[config.mk]
export PLATFORM = sky130hd
export DESIGN_NAME = multicycle_controller
export DESIGN_NICKNAME = d
export VERILOG_FILES = /design/src/rtl/multicycle_controller.sv
export SDC_FILE = /design/constraint.sdc
export NUM_CORES = 1
export LEC_CHECK = 0
export BUFFER_PORTS_ARGS = -buffer_cell sky130_fd_sc_hd__clkbuf_2
export CORE_UTILIZATION = 40
export DETAILED_ROUTE_END_ITERATION = 8
export GPL_TIMING_DRIVEN = 0
export HOLD_SLACK_MARGIN = 0.1
export PLACE_DENSITY = 0.71
export REMOVE_ABC_BUFFERS = 1
export SKIP_CTS_REPAIR_TIMING = 1
export SLEW_MARGIN = 20
export SYNTH_ARGS = -nofsm -noshare
export SYNTH_HDL_FRONTEND = slang
export SYNTH_SLANG_ARGS = --single-unit
[constraint.sdc]
create_clock -name clk -period 1.8 [get_ports clk]
set_input_delay 0.09 -clock clk [delete_from_list [all_inputs] [get_ports clk]]
set_output_delay 0.09 -clock clk [all_outputs]
set_load 0.005 [all_outputs]
[src/rtl/multicycle_controller.sv]
`default_nettype none
// ============================================================================
// Module   : multicycle_controller
// Brief    : Moore-FSM control unit for a multicycle RV32I core. Sequences
//            the shared ALU, memory port, register file and immediate
//            extender one instruction at a time, and decodes the ALU
//            operation and immediate format.
// Revision : 1.0 - initial release
// ============================================================================
module multicycle_controller #(
  parameter bit TRAP_ON_ILLEGAL = 1'b1
) (
  input  logic       clk,
  input  logic       reset,
  input  logic [6:0] op,
  input  logic [2:0] funct3,
  input  logic       funct7b5,
  input  logic       zero,
  output logic       PCWrite,
  output logic       AdrSrc,
  output logic       MemWrite,
  output logic       IRWrite,
  output logic       RegWrite,
  output logic [1:0] ResultSrc,
  output logic [1:0] ALUSrcA,
  output logic [1:0] ALUSrcB,
  output logic [2:0] ImmSrc,
  output logic [2:0] ALUControl,
  output logic       illegal
);

  localparam logic [6:0] c_OP_LOAD   = 7'b0000011;
  localparam logic [6:0] c_OP_STORE  = 7'b0100011;
  localparam logic [6:0] c_OP_RTYPE  = 7'b0110011;
  localparam logic [6:0] c_OP_ITYPE  = 7'b0010011;
  localparam logic [6:0] c_OP_JAL    = 7'b1101111;
  localparam logic [6:0] c_OP_BRANCH = 7'b1100011;
  localparam logic [6:0] c_OP_LUI    = 7'b0110111;

  typedef enum logic [3:0] {
    S_FETCH    = 4'd0,
    S_DECODE   = 4'd1,
    S_MEMADR   = 4'd2,
    S_MEMREAD  = 4'd3,
    S_MEMWB    = 4'd4,
    S_MEMWRITE = 4'd5,
    S_EXECUTER = 4'd6,
    S_EXECUTEI = 4'd7,
    S_ALUWB    = 4'd8,
    S_JAL      = 4'd9,
    S_BEQ      = 4'd10,
    S_LUI      = 4'd11,
    S_TRAP     = 4'd12
  } state_t;

  state_t     state_q;
  state_t     state_d;
  logic [1:0] w_alu_op;
  logic       w_branch;
  logic       w_pc_update;

  // State register; reset returns to FETCH at once, even mid-instruction.
  always_ff @(posedge clk or posedge reset) begin
    if (reset) begin
      state_q <= S_FETCH;
    end else begin
      state_q <= state_d;
    end
  end

  // Next-state logic: op and funct are stable after FETCH, so no latching.
  always_comb begin
    state_d = state_q;
    case (state_q)
      S_FETCH:  state_d = S_DECODE;
      S_DECODE: begin
        case (op)
          c_OP_LOAD,
          c_OP_STORE:  state_d = S_MEMADR;
          c_OP_RTYPE:  state_d = S_EXECUTER;
          c_OP_ITYPE:  state_d = S_EXECUTEI;
          c_OP_JAL:    state_d = S_JAL;
          c_OP_BRANCH: state_d = S_BEQ;
          c_OP_LUI:    state_d = S_LUI;
          default:     state_d = TRAP_ON_ILLEGAL ? S_TRAP : S_FETCH;
        endcase
      end
      S_MEMADR:   state_d = (op == c_OP_LOAD) ? S_MEMREAD : S_MEMWRITE;
      S_MEMREAD:  state_d = S_MEMWB;
      S_MEMWB:    state_d = S_FETCH;
      S_MEMWRITE: state_d = S_FETCH;
      S_EXECUTER: state_d = S_ALUWB;
      S_EXECUTEI: state_d = S_ALUWB;
      S_JAL:      state_d = S_ALUWB;
      S_ALUWB:    state_d = S_FETCH;
      S_BEQ:      state_d = S_FETCH;
      S_LUI:      state_d = S_FETCH;
      S_TRAP:     state_d = S_TRAP;
      default:    state_d = S_FETCH;
    endcase
  end

  // Moore datapath controls; anything not named for a state stays 0.
  always_comb begin
    AdrSrc      = 1'b0;
    MemWrite    = 1'b0;
    IRWrite     = 1'b0;
    RegWrite    = 1'b0;
    ResultSrc   = 2'b00;
    ALUSrcA     = 2'b00;
    ALUSrcB     = 2'b00;
    w_alu_op    = 2'b00;
    w_branch    = 1'b0;
    w_pc_update = 1'b0;
    illegal     = 1'b0;
    case (state_q)
      S_FETCH: begin
        IRWrite     = 1'b1;
        ALUSrcB     = 2'b10;
        ResultSrc   = 2'b10;
        w_pc_update = 1'b1;
      end
      S_DECODE: begin
        ALUSrcA = 2'b01;
        ALUSrcB = 2'b01;
      end
      S_MEMADR: begin
        ALUSrcA = 2'b10;
        ALUSrcB = 2'b01;
      end
      S_MEMREAD:  AdrSrc = 1'b1;
      S_MEMWB: begin
        ResultSrc = 2'b01;
        RegWrite  = 1'b1;
      end
      S_MEMWRITE: begin
        AdrSrc   = 1'b1;
        MemWrite = 1'b1;
      end
      S_EXECUTER: begin
        ALUSrcA  = 2'b10;
        w_alu_op = 2'b10;
      end
      S_EXECUTEI: begin
        ALUSrcA  = 2'b10;
        ALUSrcB  = 2'b01;
        w_alu_op = 2'b10;
      end
      S_ALUWB:    RegWrite = 1'b1;
      S_JAL: begin
        ALUSrcA     = 2'b01;
        ALUSrcB     = 2'b10;
        w_pc_update = 1'b1;
      end
      S_BEQ: begin
        ALUSrcA  = 2'b10;
        w_alu_op = 2'b01;
        w_branch = 1'b1;
      end
      S_LUI: begin
        ResultSrc = 2'b11;
        RegWrite  = 1'b1;
      end
      S_TRAP:     illegal = 1'b1;
      default:    illegal = 1'b0;
    endcase
  end

  // funct3[0] flips the sense of zero, giving beq (000) and bne (001).
  assign PCWrite = w_pc_update | (w_branch & (zero ^ funct3[0]));

  // ALU decoder; only R-type (op[5]=1) may turn funct3 000 into a subtract.
  always_comb begin
    ALUControl = 3'b000;
    case (w_alu_op)
      2'b01: ALUControl = 3'b001;
      2'b10: begin
        case (funct3)
          3'b000:  ALUControl = (funct7b5 & op[5]) ? 3'b001 : 3'b000;
          3'b010:  ALUControl = 3'b101;
          3'b110:  ALUControl = 3'b011;
          3'b111:  ALUControl = 3'b010;
          default: ALUControl = 3'b000;
        endcase
      end
      default: ALUControl = 3'b000;
    endcase
  end

  // Immediate format follows op in every state.
  always_comb begin
    case (op)
      c_OP_STORE:  ImmSrc = 3'b001;
      c_OP_BRANCH: ImmSrc = 3'b010;
      c_OP_JAL:    ImmSrc = 3'b011;
      c_OP_LUI:    ImmSrc = 3'b100;
      default:     ImmSrc = 3'b000;
    endcase
  end

endmodule
`default_nettype wire

==> flow_metrics.env, run 1 <==
export IMPL_final_cell_mix="29 x clkbuf_2, 19 x buf_4, 9 x nor2_1, 7 x nor3_1"
export IMPL_io_pins=32
export IMPL_area_growth_pct=53.9
export IMPL_failed_checks="negative setup slack"
export IMPL_grt_max_degree=19
export IMPL_layout_commonest_cell="clkbuf_2"
export IMPL_critPathMaxFanout=4
export IMPL_critPathRequiredTime_ns=1.71
export IMPL_core_area_mm2=0.00151
export IMPL_grt_pass1_wl_mm=2.82
export IMPL_critPathKind="flop to output pin"
export IMPL_largest_register="state_q"
export IMPL_drv_cap=0
export IMPL_root_buffer="clkbuf_4"
export IMPL_dieWidth_um=41.9
export IMPL_overflow=0
export IMPL_ys_ff_latch=4
export IMPL_crit_chain="nand2b_4 -> or3b_4 -> ha_4 -> nor4_2 -> buf_2"
export IMPL_seq_area_frac_synth_pct=15.7
export IMPL_slew_viol_final=0
export IMPL_slowest_delay_ns=0.42
export IMPL_dpl_cell_count=131
export IMPL_num_nets_final=156
export IMPL_syn_area_per_cell_um2=6.94
export IMPL_first_pass_iters=4
export IMPL_top_regs="state_q: 4 flops"
export IMPL_power_density_mw_per_mm2=1090
export IMPL_io_buffers=31
export IMPL_synth_edf_count=0
export IMPL_finalSetupViolCount=2
export IMPL_first_iter_violations=22
export IMPL_syn_inst=92
export IMPL_cts_tree="done"
export IMPL_wl_per_cell_um=13.8
export IMPL_finalPower_mw=1.07
export IMPL_place_area_um2=773
export IMPL_synth_area_um2=638
export IMPL_tightest_slew_ns=0.341
export IMPL_yosysWarnings=0
export IMPL_r2r_cells=5
export IMPL_initial_core_util_pct=42.4
export IMPL_status="finished with violations"
export IMPL_fin_cells=154
export IMPL_vias_per_cell=5.70
export IMPL_dp_hpwl_mm=1.15
export IMPL_ys_top_cells_by_area="dfrtp_1 16%, nand2b_1 5.9%, nor3_1 5.5%"
export IMPL_clock_skew_ns=0.00119
export IMPL_r2r_end="state_q[2]"
export IMPL_wirelength_mm=2.12
export IMPL_synth_ff_type="dfrtp_1"
export IMPL_cp_slowest_cell="dfrtp_2"
export IMPL_worstSetupStartpointType="flop"
export IMPL_yosysTopAreaCellShare_pct=15.7
export IMPL_vias=878
export IMPL_clk_latency_ns=0.23
export IMPL_ant_nets=0
export IMPL_layout_drive_gt1_share_pct=46.4
export IMPL_cts_path_max_buffers=2
export IMPL_antenna_found_initial=0
export IMPL_period_minus_slack_ns=1.90
export IMPL_peakVddDrop_uv=553
export IMPL_cts_buffers_inserted=3
export IMPL_htree_levels=1
export IMPL_yosys_area_top_type="dfrtp_1"
export IMPL_synth_async_reset_ratio_pct=100
export IMPL_worstPathArrival_ns=1.81
export IMPL_rsz0062_at_grt="yes"
export IMPL_final_area_um2=982
export IMPL_place_gp_congestion=0.817
export IMPL_cp_end_kind="output pin"
export IMPL_r2r_start="state_q[0]"
export IMPL_post_route_drc_count=0
export IMPL_die_y_um=41.9
export IMPL_hold_viol_final=0
export IMPL_num_rows=14
export IMPL_ys_types=38
export IMPL_slew_headroom_pct=76.6
export IMPL_grt_pass1_vias=673
export IMPL_hp_class="primary input to async pin"
export IMPL_grtUsageTotal_pct=20.1
export IMPL_antenna_cells=0
export IMPL_ff2ff_setup_slack_ns=0.08
export IMPL_die_area_mm2=0.00176
export IMPL_max_freq_mhz=527
export IMPL_timing_hold_ws_ns=0.268
export IMPL_final_period_utilization_pct=105
export IMPL_fin_util_pct=65.2
export IMPL_worst_slack_ns=-0.0988
export IMPL_p_leak_nw=0.490
export IMPL_clk_pin_slew_ns=0.04
export IMPL_largest_register_ffs=4
export IMPL_clkSinkCount=4
-- worst max path at each step --
| stage | from | end | cells past startpoint |
|---|---|---|---|
| 2_1_floorplan | state_q[2] | ALUControl[2] | 4 |
| 3_3_place_gp | state_q[2] | ALUControl[2] | 5 |
| 3_5_place_dp | state_q[2] | ALUControl[2] | 5 |
| 4_1_cts | state_q[2] | ALUControl[2] | 5 |
| 5_1_grt | state_q[2] | ALUControl[2] | 5 |
| 6_report | state_q[2] | ALUControl[2] | 5 |
-- cell usage after synthesis, types with 2 or more instances --
cell and n:
o21ai_0 3, clkbuf_1 4, inv_1 7, xnor2_1 3, buf_2 2, a211oi_1 2, and3_1 2, xor2_1 2
nor3b_1 2, dfrtp_1 4, nor4_1 3, nor2_1 9, nand3b_1 2, nand2b_1 6, o32ai_1 3, a31oi_1 2
nor3_1 7, ha_1 2, nand2_1 6, or4_1 2, nand3_1 2
-- power by group --
group          total, mW  switching [mW]  internal [mW]
Combinational      0.752           0.337          0.415
Sequential         0.210          0.0837          0.126
Clock              0.110          0.0354         0.0745
Total               1.07           0.456          0.616
-- cell type report --
| class | count | area (um^2) |
|---|---|---|
| fillers | 125 | 524 |
| multi-input cells | 73 | 500 |
| repair buffers | 51 | 308 |
| flip-flops and latches | 4 | 105 |
| inverters | 7 | 26.3 |
| clock buffers | 3 | 22.5 |
| well taps | 16 | 20.0 |
-- per-stage QoR --
step / TNS (ns) / worst slack, ns
2_1_floorplan: -0.113 / -0.113
3_5_place_dp: -0.614 / -0.329
3_3_place_gp: -0.572 / -0.316
4_1_cts: -1.58 / -0.586
6_report: -0.184 / -0.0988
5_1_grt: -0.321 / -0.168
-- layer usage --
metal,track usage (%),share of wire (%),vias to the layer above
li1,-,-,432
met1,25.9,43,419
met2,34.1,52,27
met3,1.30,4.7,0
met4,9.03,0,0
met5,0,0,-
-- critical path: cells and delay by family (launching register included) --
kind / cells / cell delay, ns
adders and majority gates: 1 / 0.23
buffers and inverters: 1 / 0.14
DFF: 1 / 0.42
and+or+nand+nor: 3 / 0.78
-- cell families after synthesis --
group | count (synthesis) | synth area share (%)
and+or+nand+nor | 45 | 38.2
AOI/OAI and AO/OA | 21 | 24.9
buffers and inverters | 15 | 10.4
xor gates and xnor gates | 5 | 6.86
DFF | 4 | 15.7
adders and majority gates | 2 | 3.92
No activity file was read; power rests on OpenSTA's default activity.
==> run 2: changes to the inputs <==
--- a/config.mk
+++ b/config.mk
@@ -6,11 +6,11 @@
 export NUM_CORES = 1
 export LEC_CHECK = 0
 export BUFFER_PORTS_ARGS = -buffer_cell sky130_fd_sc_hd__clkbuf_2
-export CORE_UTILIZATION = 40
+export CORE_UTILIZATION = 44
 export DETAILED_ROUTE_END_ITERATION = 8
 export GPL_TIMING_DRIVEN = 0
 export HOLD_SLACK_MARGIN = 0.1
-export PLACE_DENSITY = 0.71
+export PLACE_DENSITY = 0.77
 export REMOVE_ABC_BUFFERS = 1
 export SKIP_CTS_REPAIR_TIMING = 1
 export SLEW_MARGIN = 20
==> run 2 against run 1 <==
Effect of this change:
- maximum frequency is 0.28% lower
- final cell count is 3.2% lower
- flip-flop and latch count stayed put
- critical path type unchanged
- the run still ends with negative setup slack left
- highest routed layer is now met4
==> flow_metrics.env, run 2 (synthesis gave the netlist of run 1 again) <==
export IMPL_cts_buffers_inserted=3
export IMPL_slew_headroom_pct=74.1
export IMPL_overflow=0
export IMPL_clk_latency_ns=0.24
export IMPL_ff_latch_area_um2=105
export IMPL_grt_pass1_vias=574
export IMPL_first_iter_violations=41
export IMPL_hp_class="primary input to async pin"
export IMPL_grt_pass1_wl_mm=2.44
export IMPL_failed_checks="negative setup slack"
export IMPL_max_freq_mhz=525
export IMPL_clock_skew_ns=0.000444
export IMPL_place_gp_congestion=0.858
export IMPL_grtUsageTotal_pct=21.9
export IMPL_rsz0062_at_grt="yes"
export IMPL_cp_end_kind="output pin"
export IMPL_root_buffer="clkbuf_4"
export IMPL_die_area_mm2=0.00161
export IMPL_power_frac_clock_pct=10.9
export IMPL_place_area_um2=772
export IMPL_antenna_cells=0
export IMPL_htree_levels=1
export IMPL_core_area_mm2=0.00132
export IMPL_sw_frac_of_total_pct=43.1
export IMPL_worstSetupStartpointType="flop"
export IMPL_cts_tree="done"
export IMPL_dp_slack_ns=-0.334
export IMPL_layout_drive_gt1_share_pct=45.5
export IMPL_fin_cells=149
export IMPL_worst_slack_ns=-0.104
export IMPL_fillCellCount=110
export IMPL_grt_max_degree=19
export IMPL_top_regs="state_q: 4 flops"
export IMPL_wl_per_cell_um=13.3
export IMPL_dieWidth_um=40.1
export IMPL_fin_util_pct=72.6
export IMPL_final_cell_mix="29 x clkbuf_2, 15 x buf_4, 9 x nor2_1, 7 x nor3_1"
export IMPL_largest_register_ffs=4
export IMPL_die_y_um=40.1
export IMPL_num_nets_final=152
export IMPL_tightest_slew_ns=0.379
export IMPL_largest_register="state_q"
export IMPL_post_route_drc_count=0
export IMPL_pwr_share_comb_pct=69.5
export IMPL_period_minus_slack_ns=1.90
export IMPL_vias=869
export IMPL_hold_viol_final=0
export IMPL_slew_viol_final=0
export IMPL_cts_path_max_buffers=2
export IMPL_num_rows=13
export IMPL_initial_core_util_pct=48.4
export IMPL_multi_input_area_um2=507
export IMPL_io_buffers=31
export IMPL_switching_power_mw=0.443
export IMPL_critPathRequiredTime_ns=1.71
export IMPL_worstPathArrival_ns=1.81
export IMPL_p_leak_nw=0.469
export IMPL_status="finished with violations"
export IMPL_critPathKind="flop to output pin"
export IMPL_layout_commonest_cell="clkbuf_2"
export IMPL_wirelength_mm=1.98
export IMPL_power_density_mw_per_mm2=1070
export IMPL_final_area_um2=957
export IMPL_clk_pin_slew_ns=0.04
export IMPL_dp_hpwl_mm=1.18
export IMPL_drv_cap=0
export IMPL_peakVddDrop_uv=647
export IMPL_ant_nets=0
export IMPL_critPathMaxFanout=5
export IMPL_antenna_found_initial=0
export IMPL_dpl_cell_count=130
export IMPL_area_growth_pct=50.0
export IMPL_final_period_utilization_pct=106
export IMPL_first_pass_iters=4
export IMPL_clkSinkCount=4
export IMPL_seq_power_share_pct=19.6
export IMPL_io_pins=32
export IMPL_vias_per_cell=5.83
export IMPL_intPower_mw=0.585
export IMPL_finalSetupViolCount=2
## run 2: cell count changes in the layout (fill, tap and decap cells not counted), sizes merged
| cell | before | now |
|---|---|---|
| buf | 21 | 17 |
## run 2: final cells by class
type / instances / share of cell area [%]
multi-input combinational: 73 / 52.9
timing repair buffer: 47 / 29.0
sequential: 4 / 11.0
inverter: 7 / 2.75
clock buffer: 3 / 2.35
tap: 15 / 1.96
## run 2: final timing paths
kind | start | endpoint | slack (ns) | cells after the start
max | state_q[2] | ALUControl[2] | -0.10 | 5
min | reset | state_q[3] | 0.26 | 3
max reg2reg | state_q[1] | state_q[2] | 0.20 | 4
min reg2reg | state_q[2] | state_q[1] | 0.51 | 1
max in group asynchronous | reset | state_q[1] | 1.38 | 3
min in group clk | op[2] | state_q[0] | 0.27 | 3
## run 2: power by group through the flow
stage | sequential [mW] | combinational [mW] | clock [mW]
4_1_cts | 0.255 | 0.475 | 0.117
2_1_floorplan | 0.218 | 0.300 | 0
6_report | 0.201 | 0.715 | 0.112
3_3_place_gp | 0.250 | 0.457 | 0
3_5_place_dp | 0.256 | 0.474 | 0
5_1_grt | 0.206 | 0.784 | 0.120
## run 2: worst max-delay path, cell delays in order, from the launching register on
cell	delay, ns
dfrtp_2	0.43
nand2b_4	0.16
or3b_4	0.39
ha_4	0.23
nor4_2	0.22
buf_2	0.15
## run 2: through the flow
step                hold slack (ns)  power (mW)  TNS [ns]
finish                        0.261        1.03    -0.143
global route                  0.301        1.11    -0.234
CTS                          -0.299       0.846     -1.70
detailed placement          -0.0473       0.730    -0.694
global placement            -0.0507       0.707    -0.559
floorplan                    -0.144       0.518    -0.113
## run 2: layer usage
metal / vias to the layer above / global-route usage (%) / share of wire [%]
met1: 404 / 28.6 / 44
met2: 35 / 37.1 / 50
met4: 0 / 10.3 / 0.86
met3: 2 / 0 / 5.2
met5: - / 0 / 0
li1: 428 / - / -
